--- config.mk ---
export PLATFORM = sky130hd
export DESIGN_NAME = instr_encoder
export DESIGN_NICKNAME = d
export VERILOG_FILES = /design/src/rtl/instr_encoder.sv
export SDC_FILE = /design/constraint.sdc
export NUM_CORES = 1
export LEC_CHECK = 0
export BUFFER_PORTS_ARGS = -buffer_cell sky130_fd_sc_hd__buf_2
export CORE_AREA = 2 2 120 122
export CTS_CLUSTER_DIAMETER = 100
export CTS_CLUSTER_SIZE = 16
export DETAILED_ROUTE_END_ITERATION = 10
export DIE_AREA = 0 0 122 124
export MAX_ROUTING_LAYER = met4
export PLACE_DENSITY = 0.87
export SETUP_SLACK_MARGIN = 0.1
export SYNTH_ARGS = -nofsm -noshare
export SYNTH_HDL_FRONTEND = slang
export SYNTH_SLANG_ARGS = --single-unit
--- constraint.sdc ---
create_clock -name clk -period 2.7 [get_ports clk]
set_clock_uncertainty 0.1 [all_clocks]
set_input_delay 0.81 -clock clk [delete_from_list [all_inputs] [get_ports clk]]
set_output_delay 0.81 -clock clk [all_outputs]
set_load 0.01 [all_outputs]
--- src/rtl/instr_encoder.sv ---
// Field-set to RV32 instruction encoder feeding a 4-entry output FIFO with a running byte address.
// Optional IMM_RANGE_CHECK_EN drops and flags requests whose immediate does not fit its format.
module instr_encoder (
  input  logic        clk,
  input  logic        rst_n,
  input  logic        in_valid,
  output logic        in_ready,
  input  logic [2:0]  in_fmt,
  input  logic [4:0]  in_rd,
  input  logic [4:0]  in_rs1,
  input  logic [4:0]  in_rs2,
  input  logic [2:0]  in_funct3,
  input  logic [6:0]  in_funct7,
  input  logic [63:0] in_imm,
  output logic        out_valid,
  input  logic        out_ready,
  output logic [31:0] out_instr,
  output logic [31:0] out_addr,
  output logic [2:0]  count,
  output logic        err,
  input  logic        err_clr
);

  localparam int unsigned Depth = 4;

  localparam logic [2:0] FmtR      = 3'd0;
  localparam logic [2:0] FmtI      = 3'd1;
  localparam logic [2:0] FmtLoad   = 3'd2;
  localparam logic [2:0] FmtStore  = 3'd3;
  localparam logic [2:0] FmtBranch = 3'd4;

  logic [31:0] mem_q [Depth];
  logic [1:0]  wptr_q, rptr_q;
  logic [2:0]  count_q, count_d;
  logic [31:0] addr_q;
  logic        err_q, err_d;

  logic [31:0] enc;
  logic        legal;
  logic        imm12_ok, imm13_ok;
  logic        accept, push, pop;

  // Bits above the widest immediate field only matter to the range check.
  logic unused_imm;
  assign unused_imm = ^in_imm[63:13];

`ifdef IMM_RANGE_CHECK_EN
  logic signed [63:0] imm_s;
  assign imm_s    = $signed(in_imm);
  assign imm12_ok = (imm_s >= -64'sd2048) && (imm_s <= 64'sd2047);
  assign imm13_ok = (imm_s >= -64'sd4096) && (imm_s <= 64'sd4094) && !in_imm[0];
`else
  assign imm12_ok = 1'b1;
  assign imm13_ok = 1'b1;
`endif

  always_comb begin
    enc   = '0;
    legal = 1'b0;
    case (in_fmt)
      FmtR: begin
        enc   = {in_funct7, in_rs2, in_rs1, in_funct3, in_rd, 7'b0110011};
        legal = 1'b1;
      end
      FmtI: begin
        enc   = {in_imm[11:0], in_rs1, in_funct3, in_rd, 7'b0010011};
        legal = imm12_ok;
      end
      FmtLoad: begin
        enc   = {in_imm[11:0], in_rs1, in_funct3, in_rd, 7'b0000011};
        legal = imm12_ok;
      end
      FmtStore: begin
        enc   = {in_imm[11:5], in_rs2, in_rs1, in_funct3, in_imm[4:0], 7'b0100011};
        legal = imm12_ok;
      end
      FmtBranch: begin
        enc   = {in_imm[12], in_imm[10:5], in_rs2, in_rs1, in_funct3, in_imm[4:1], in_imm[11],
                 7'b1100011};
        legal = imm13_ok;
      end
      default: begin
        enc   = '0;
        legal = 1'b0;
      end
    endcase
  end

  assign in_ready  = (count_q != 3'(Depth));
  assign out_valid = (count_q != 3'd0);
  assign accept    = in_valid && in_ready;
  assign push      = accept && legal;
  assign pop       = out_valid && out_ready;

  always_comb begin
    count_d = count_q;
    case ({push, pop})
      2'b10:   count_d = count_q + 3'd1;
      2'b01:   count_d = count_q - 3'd1;
      default: count_d = count_q;
    endcase
  end

  // A fresh error outranks a same-cycle clear.
  always_comb begin
    err_d = err_q;
    if (accept && !legal) begin
      err_d = 1'b1;
    end else if (err_clr) begin
      err_d = 1'b0;
    end
  end

  always_ff @(posedge clk or negedge rst_n) begin
    if (!rst_n) begin
      for (int i = 0; i < Depth; i++) begin
        mem_q[i] <= '0;
      end
      wptr_q  <= '0;
      rptr_q  <= '0;
      count_q <= '0;
      addr_q  <= '0;
      err_q   <= 1'b0;
    end else begin
      if (push) begin
        mem_q[wptr_q] <= enc;
        wptr_q        <= wptr_q + 2'd1;
      end
      if (pop) begin
        rptr_q <= rptr_q + 2'd1;
        addr_q <= addr_q + 32'd4;
      end
      count_q <= count_d;
      err_q   <= err_d;
    end
  end

  assign out_instr = out_valid ? mem_q[rptr_q] : '0;
  assign out_addr  = addr_q;
  assign count     = count_q;
  assign err       = err_q;

endmodule

==> out/summary.txt, run 1 <==
======================================================================================
Cells after Synth                                                                  640
Number of buffers added to fix hold violations after cts                             0
Iter 0 DRT Violations                                                              437
Netlist area before placement                                               7460 sq um
Critical path's slowest cell                                              sky130_fd_sc_hd__mux4_2
Cell accounting for the most synthesized area                             sky130_fd_sc_hd__dfrtp_1
Pin count of the biggest net entering global routing                                57
RSZ-0062 raised after global routing                                              true
Combined buffer and inverter count along the critical path                           3
Clk slew on worst S/H paths                                                    0.06 ns
Category of the worst setup path capture point                              output pin
Slowest Stage Delay on Critical Path                                           0.51 ns
Leakage power total                                                            4.26 nW
Max capacitance violation total                                                      0
Critical Path RT                                                               1.79 ns
Routability congestion estimate from global placement                            0.833
VDD IR max                                                                  0.000823 V
Setup Total Neg Slack                                                         -2.66 ns
Via count of the first global-routing pass                                        5481
Fraction of layout cells with a size suffix above 1                              38.7%
Pwr/cell area                                                             1160 nW/um^2
Arr. time, crit path                                                           1.91 ns
Fin Hold WS                                                                   0.143 ns
Area of the placeable core                                                 13700 sq um
Met3 demand-to-capacity share in global routing                                  4.17%
Post-synthesis sequential area ratio                                             51.7%
Total power of the final layout                                                10.6 mW
Critical Path, Cell by Cell                                               buf_12 > clkbuf_16 > mux4_2 > and2_4 > buf_6
Final standard cell count with taps included and fillers excluded                  950
Violated checks                                                           setup timing
Portion of synthesized cell area occupied by the leading cell type               51.7%
Count of unresolved DRC violations after routing                                     0
Clock tree root buffer cell                                               sky130_fd_sc_hd__clkbuf_16
Category of the critical setup timing path                                  reg -> out
Slew Limit Fails                                                                     0
Number of distinct standard cells referenced by the synthesized netlist             43
Routed WL                                                                      17.4 mm
Full die area                                                              15100 sq um
Final core utilization                                                           66.6%
Final worst-path cycle share                                                      104%
Grt met1 use                                                                     31.6%
Ant. Diodes                                                                          0
Number of warnings reported in the yosys synthesis log                               0
Tmin final                                                                     2.82 ns
Initial cell density of the core                                                 54.4%
Sink count of the clock tree                                                       154
Sort of element at the start of the critical path                            flip-flop
Slew at the pin with the worst max-slew slack                                 0.569 ns
Aggregate global routing overflow                                                    0
Synthesized flop and latch total                                                   154
Clock latency on the worst-skew pair                                           0.42 ns
Final standard cell area without fillers                                    9140 sq um
Vias per inst                                                                     5.75
Die height                                                                      124 um
Status                                                                    finished, violations left
TritonCTS buffer count                                                              17
Kind of cell adding the most delay to the critical path                   multiplexers
Longest Clk Path Bufs                                                                2
DR pass1 iterations                                                                  4
Cells after DPL                                                                    908
FILL cells                                                                         995
Row count                                                                           43
Number of hold violations in the final report                                        0
Post-Syn Area per Cell                                                      11.7 sq um
Die width                                                                       122 um
Tightest slew margin relative to the limit                                       61.6%
Placed standard-cell area                                                   8250 sq um
Setup slack after layout                                                     -0.121 ns
Most utilized layer in the global route result                                    met2
GRT Util Overall                                                                 24.8%
Critical-path maximum fanout                                                         6
Top-level port count                                                               167
H-tree depth                                                                         4
Global-route wire length before repair                                         27.7 mm
CTS tree                                                                         built
Achievable Freq                                                              0.354 GHz
Routed Antenna Nets                                                                  0
Synth area leaders                                                        sky130_fd_sc_hd__dfrtp_1 52%, sky130_fd_sc_hd__mux4_2 8.8%, sky130_fd_sc_hd__mux2_2 8.2%
IO buf count                                                                       111
Overall via count from detail_route                                               5458
Final routed wire length divided by cell count                                 18.3 um
Area added between synthesis and finish                                          22.6%
Final #Nets                                                                        861
Final number of setup-violating endpoints                                           30
Met2 Usage GRT                                                                   40.8%
Initial antenna violation count                                                      0
HPWL after detailed placement                                                  10.8 mm
Placement-stage worst setup slack                                             0.320 ns
Worst min path class                                                       in -> async
======================================================================================
[cells in the mapped netlist]
| cell type | count |
|---|---|
| sky130_fd_sc_hd__buf_6 | 1 |
| sky130_fd_sc_hd__nor2b_1 | 9 |
| sky130_fd_sc_hd__nor3_1 | 11 |
| sky130_fd_sc_hd__xnor2_1 | 13 |
| sky130_fd_sc_hd__or2_2 | 2 |
| sky130_fd_sc_hd__and2_1 | 33 |
| sky130_fd_sc_hd__fa_1 | 1 |
| sky130_fd_sc_hd__buf_4 | 9 |
| sky130_fd_sc_hd__a31o_2 | 6 |
| sky130_fd_sc_hd__nand2_1 | 81 |
| sky130_fd_sc_hd__and4_2 | 1 |
| sky130_fd_sc_hd__dfrtp_1 | 154 |
| sky130_fd_sc_hd__or3b_2 | 1 |
| sky130_fd_sc_hd__clkbuf_1 | 22 |
| sky130_fd_sc_hd__conb_1 | 1 |
| sky130_fd_sc_hd__buf_2 | 13 |
| sky130_fd_sc_hd__buf_1 | 1 |
| sky130_fd_sc_hd__mux4_2 | 29 |
| sky130_fd_sc_hd__o31a_1 | 1 |
| sky130_fd_sc_hd__nand2b_1 | 4 |
| sky130_fd_sc_hd__and4_1 | 2 |
| sky130_fd_sc_hd__nand4_2 | 4 |
| sky130_fd_sc_hd__mux2i_1 | 7 |
| sky130_fd_sc_hd__nor4_4 | 1 |
| sky130_fd_sc_hd__nor4_1 | 1 |
| sky130_fd_sc_hd__a32oi_1 | 5 |
| sky130_fd_sc_hd__a21oi_1 | 17 |
| sky130_fd_sc_hd__o21ai_0 | 67 |
| sky130_fd_sc_hd__o22ai_1 | 6 |
| sky130_fd_sc_hd__o21a_1 | 5 |
| sky130_fd_sc_hd__nand4_1 | 9 |
| sky130_fd_sc_hd__o21ai_2 | 1 |
| sky130_fd_sc_hd__mux2_2 | 54 |
| sky130_fd_sc_hd__inv_1 | 13 |
| sky130_fd_sc_hd__and3_1 | 3 |
| sky130_fd_sc_hd__or3_1 | 1 |
| sky130_fd_sc_hd__and3b_1 | 1 |
| sky130_fd_sc_hd__xor2_1 | 22 |
| sky130_fd_sc_hd__or4_1 | 1 |
| sky130_fd_sc_hd__ha_1 | 6 |
| sky130_fd_sc_hd__nor2_1 | 9 |
| sky130_fd_sc_hd__nand3_1 | 9 |
| sky130_fd_sc_hd__nor3_2 | 3 |
[path summary, 6_finish.rpt]
path / startpoint / endpoint / slack, ns / depth (start not counted)
hold / removal: rst_n / mem_q[109]$_DFFE_PN0P_ / 0.14 / 1
min in group clk: mem_q[65]$_DFFE_PN0P_ / mem_q[65]$_DFFE_PN0P_ / 0.37 / 1
hold reg to reg: mem_q[65]$_DFFE_PN0P_ / mem_q[65]$_DFFE_PN0P_ / 0.37 / 1
max in group asynchronous: rst_n / out_addr[14]$_DFFE_PN0P_ / 1.76 / 2
setup reg to reg: count[1]$_DFFE_PN0P_ / count[2]$_DFFE_PN0P_ / 0.37 / 9
setup / recovery: rptr_q[0]$_DFFE_PN0P_ / out_instr[20] / -0.12 / 5
[where the power goes]
part	internal, mW	switching, mW	total, mW	leakage, nW
sequential	3.22	0.535	3.76	1.92
combinational	2.56	1.90	4.46	2.06
clock	1.38	0.999	2.37	0.270
[registers in the layout, indices dropped and copies added, names as in the netlist]
| signal | flops |
|---|---|
| wptr_q | 2 |
| count | 3 |
| mem_q | 116 |
| rptr_q | 2 |
| out_addr | 30 |
| err | 1 |
[layout by cell type, fill, tap and decap left out, types with 19 or more instances in the layout]
master	instances
sky130_fd_sc_hd__dfrtp_1	152
sky130_fd_sc_hd__buf_2	94
sky130_fd_sc_hd__nand2_1	81
sky130_fd_sc_hd__o21ai_0	67
sky130_fd_sc_hd__mux2_2	54
sky130_fd_sc_hd__mux4_2	29
sky130_fd_sc_hd__xor2_1	22
sky130_fd_sc_hd__and2_4	20
sky130_fd_sc_hd__clkbuf_16	19
sky130_fd_sc_hd__buf_4	19
[cell type report]
| class | count | area (sq um) | area share (%) |
|---|---|---|---|
| sequential | 154 | 3860 | 42.2 |
| multi-input combinational | 430 | 3390 | 37.1 |
| timing repair buffer | 141 | 1030 | 11.3 |
| clock buffer | 17 | 425 | 4.65 |
| tap | 180 | 225 | 2.46 |
| clock inverter | 15 | 163 | 1.78 |
| inverter | 13 | 48.8 | 0.534 |
[logic make-up after synthesis]
family / Yosys count / synth area share, %
DFF: 154 / 51.7
adders and majority gates: 7 / 1.27
xor gates and xnor gates: 35 / 4.11
muxes: 90 / 17.8
buffers and inverters: 59 / 3.74
AOI/OAI and AO/OA: 108 / 8.17
other: 1 / 0.0503
and+or+nand+nor: 186 / 13.1
[what timing repair did]
| item | 4_1_cts | 5_1_grt |
|---|---|---|
| gates resized for setup | 38 | 5 |
| setup endpoints to repair | 31 | 32 |
| pin swaps | 0 | 6 |
| buffers inserted | 1 | 6 |
| cloned | 0 | 3 |
[metal layers]
metal / up-vias / share of wire (%)
li1: 2485 / -
met1: 2733 / 43
met4: 0 / 1.7
met3: 29 / 5.4
met2: 211 / 50
met5: - / 0
Note: power is estimated with default switching activity, not from simulation.
==> run 2, diff against run 1 <==
Settings changed: BUFFER_PORTS_ARGS -buffer_cell sky130_fd_sc_hd__buf_2 to unset, CORE_AREA 2 2 120 122 to 2 2 85 148, CTS_CLUSTER_SIZE 16 to unset, DIE_AREA 0 0 122 124 to 0 0 87 150, DONT_BUFFER_PORTS set to 1, PLACE_DENSITY 0.87 to 0.86.
==> out/summary.txt, run 2 (synthesis results as in run 1) <==
================================================================================
Status                                                              finished, violations left
Violated checks                                                      hold timing
Setup slack of the most critical reg-to-reg path                         0.33 ns
Via count of the first global-routing pass                                  5323
Aggregate global routing overflow                                              0
Routability congestion estimate from global placement                      0.822
Tmin final                                                               2.68 ns
Routed Antenna Nets                                                            0
Fraction of layout cells with a size suffix above 1                        27.1%
Clock latency on the worst-skew pair                                     0.41 ns
Slew Limit Fails                                                               0
Die height                                                                150 um
Initial cell density of the core                                           62.8%
Count of unresolved DRC violations after routing                               0
Net switching fraction of the power                                        32.8%
Full die area                                                        13100 sq um
Worst min path class                                                 in -> async
Slew at the pin with the worst max-slew slack                           0.698 ns
Row count                                                                     53
Fin Hold WS                                                           -0.0174 ns
Final number of setup-violating endpoints                                      0
Critical Path RT                                                         1.79 ns
Internal power contribution                                              6.45 mW
Seq pwr share                                                              39.8%
Pin count of the biggest net entering global routing                         155
Max capacitance violation total                                                0
Longest Clk Path Bufs                                                          2
FILL cells                                                                   834
Vias per inst                                                               6.36
Category of the worst setup path capture point                        output pin
Sink count of the clock tree                                                 154
Cells after DPL                                                              747
FF/Latch Area                                                         3850 sq um
VDD IR max                                                            0.000891 V
Area added between synthesis and finish                                    10.3%
Arr. time, crit path                                                     1.77 ns
Clock tree root buffer cell                                         sky130_fd_sc_hd__clkbuf_16
Startpoint of the worst-slack reg-to-reg timing path                count[1]$_DFFE_PN0P_
Category of the critical setup timing path                            reg -> out
Initial antenna violation count                                                0
Leakage power total                                                      3.65 nW
Share of power burned in the clock network                                 23.6%
Critical-path maximum fanout                                                  15
Sort of element at the start of the critical path                      flip-flop
Area of the placeable core                                           11900 sq um
Tightest slew margin relative to the limit                                 53.3%
Clk slew on worst S/H paths                                              0.06 ns
End of the worst register-to-register path                          count[2]$_DFFE_PN0P_
Global-route wire length before repair                                   26.8 mm
Most common cell after layout, fill and taps aside                  sky130_fd_sc_hd__dfrtp_1
Total area of multi-input combinational cells                         3400 sq um
Worst r2r path cells                                                           8
GRT Util Overall                                                           28.1%
DR pass1 iterations                                                            5
Die width                                                                  87 um
Iter 0 DRT Violations                                                        229
Final #Nets                                                                  734
Final standard cell count with taps included and fillers excluded            780
Pwr/cell area                                                       1170 nW/um^2
Number of hold violations in the final report                                 11
TritonCTS buffer count                                                        17
Biggest register                                                           mem_q
Final core utilization                                                     69.3%
Overall via count from detail_route                                         4961
HPWL after detailed placement                                            11.4 mm
Final routed wire length divided by cell count                           21.5 um
RSZ-0062 raised after global routing                                        true
Ant. Diodes                                                                    0
Switching power                                                          3.15 mW
H-tree depth                                                                   4
CTS tree                                                                   built
Final worst-path cycle share                                               99.3%
Routed WL                                                                16.7 mm
IO buf count                                                                   0
Share of total power in combinational logic                                36.6%
Top-level port count                                                         167
Total power of the final layout                                          9.60 mW
Achievable Freq                                                        0.373 GHz
Leading cell types in the layout, fill and taps excluded            153 x sky130_fd_sc_hd__dfrtp_1, 81 x sky130_fd_sc_hd__nand2_1, 67 x sky130_fd_sc_hd__o21ai_0, 54 x sky130_fd_sc_hd__mux2_2, 29 x sky130_fd_sc_hd__mux4_2
Max FFs per register                                                         116
================================================================================
run 2: changes by cell type in the layout (fill, tap and decap cells not counted), moves of 2 or more:
cell	delta
sky130_fd_sc_hd__buf_6	-17
sky130_fd_sc_hd__buf_4	-11
sky130_fd_sc_hd__clkbuf_1	+2
sky130_fd_sc_hd__buf_12	-2
sky130_fd_sc_hd__clkbuf_16	-2
sky130_fd_sc_hd__buf_2	-94
sky130_fd_sc_hd__inv_6	-2
sky130_fd_sc_hd__inv_8	+2
sky130_fd_sc_hd__and2_1	-7
sky130_fd_sc_hd__and2_4	+7
run 2: per-layer routing:
layer,wire length [um],vias to the layer above,GRT usage (%),share of wire [%]
met5,0,-,-,0
met4,663,0,12.8,4.0
met3,986,45,6.12,5.9
met2,9360,184,50.0,56
met1,5740,2497,28.9,34
li1,-,2235,-,-
run 2: per-stage QoR:
step | worst slack [ns] | TNS [ns] | area, sq um | hold WS [ns]
floorplan | 0.162 | 0 | 7470 | 0.329
global placement | 0.154 | 0 | 7580 | 0.345
detailed placement | 0.0590 | 0 | 7580 | 0.347
CTS | -0.00799 | -0.0205 | 8230 | -0.0320
global route | -0.0392 | -0.138 | 8230 | -0.0349
finish | 0.0193 | 0 | 8230 | -0.0174
run 2: area by class of cell:
class / count / area share, %
flip-flops and latches: 154 / 46.9
multi-input cells: 430 / 41.4
clock buffers: 19 / 5.26
repair buffers: 14 / 2.19
well taps: 137 / 2.08
clock inverters: 13 / 1.63
inverters: 13 / 0.593
run 2: worst max path at each step:
stage | start | end | slack, ns | cells past startpoint
floorplan | in_fmt[2] | count[2]$_DFFE_PN0P_ | 0.16 | 9
global route | rptr_q[0]$_DFFE_PN0P_ | out_instr[0] | -0.04 | 3
detailed placement | in_fmt[0] | mem_q[122]$_DFFE_PN0P_ | 0.06 | 5
global placement | in_fmt[0] | mem_q[127]$_DFFE_PN0P_ | 0.15 | 5
CTS | rptr_q[0]$_DFFE_PN0P_ | out_instr[1] | -0.008 | 3
finish | rptr_q[0]$_DFFE_PN0P_ | out_instr[1] | 0.02 | 3
run 2: worst max-delay path: stages, from the launching register on:
cell	delay [ns]
sky130_fd_sc_hd__dfrtp_2	0.41
sky130_fd_sc_hd__buf_12	0.19
sky130_fd_sc_hd__mux4_2	0.51
sky130_fd_sc_hd__and2_1	0.25
run 2: power groups by stage:
stage / combinational [mW] / sequential [mW] / clock, mW
floorplan: 2.57 / 3.64 / 0
global placement: 3.07 / 3.72 / 0
detailed placement: 3.21 / 3.85 / 0
CTS: 3.57 / 3.81 / 2.29
global route: 3.84 / 3.92 / 2.40
finish: 3.51 / 3.82 / 2.27
run 2: what timing repair did:
item	in CTS	in global routing
hold endpoints to repair	154	154
setup buffers	1	0
endpoints found under the setup margin	30	30
gates resized for setup	27	0
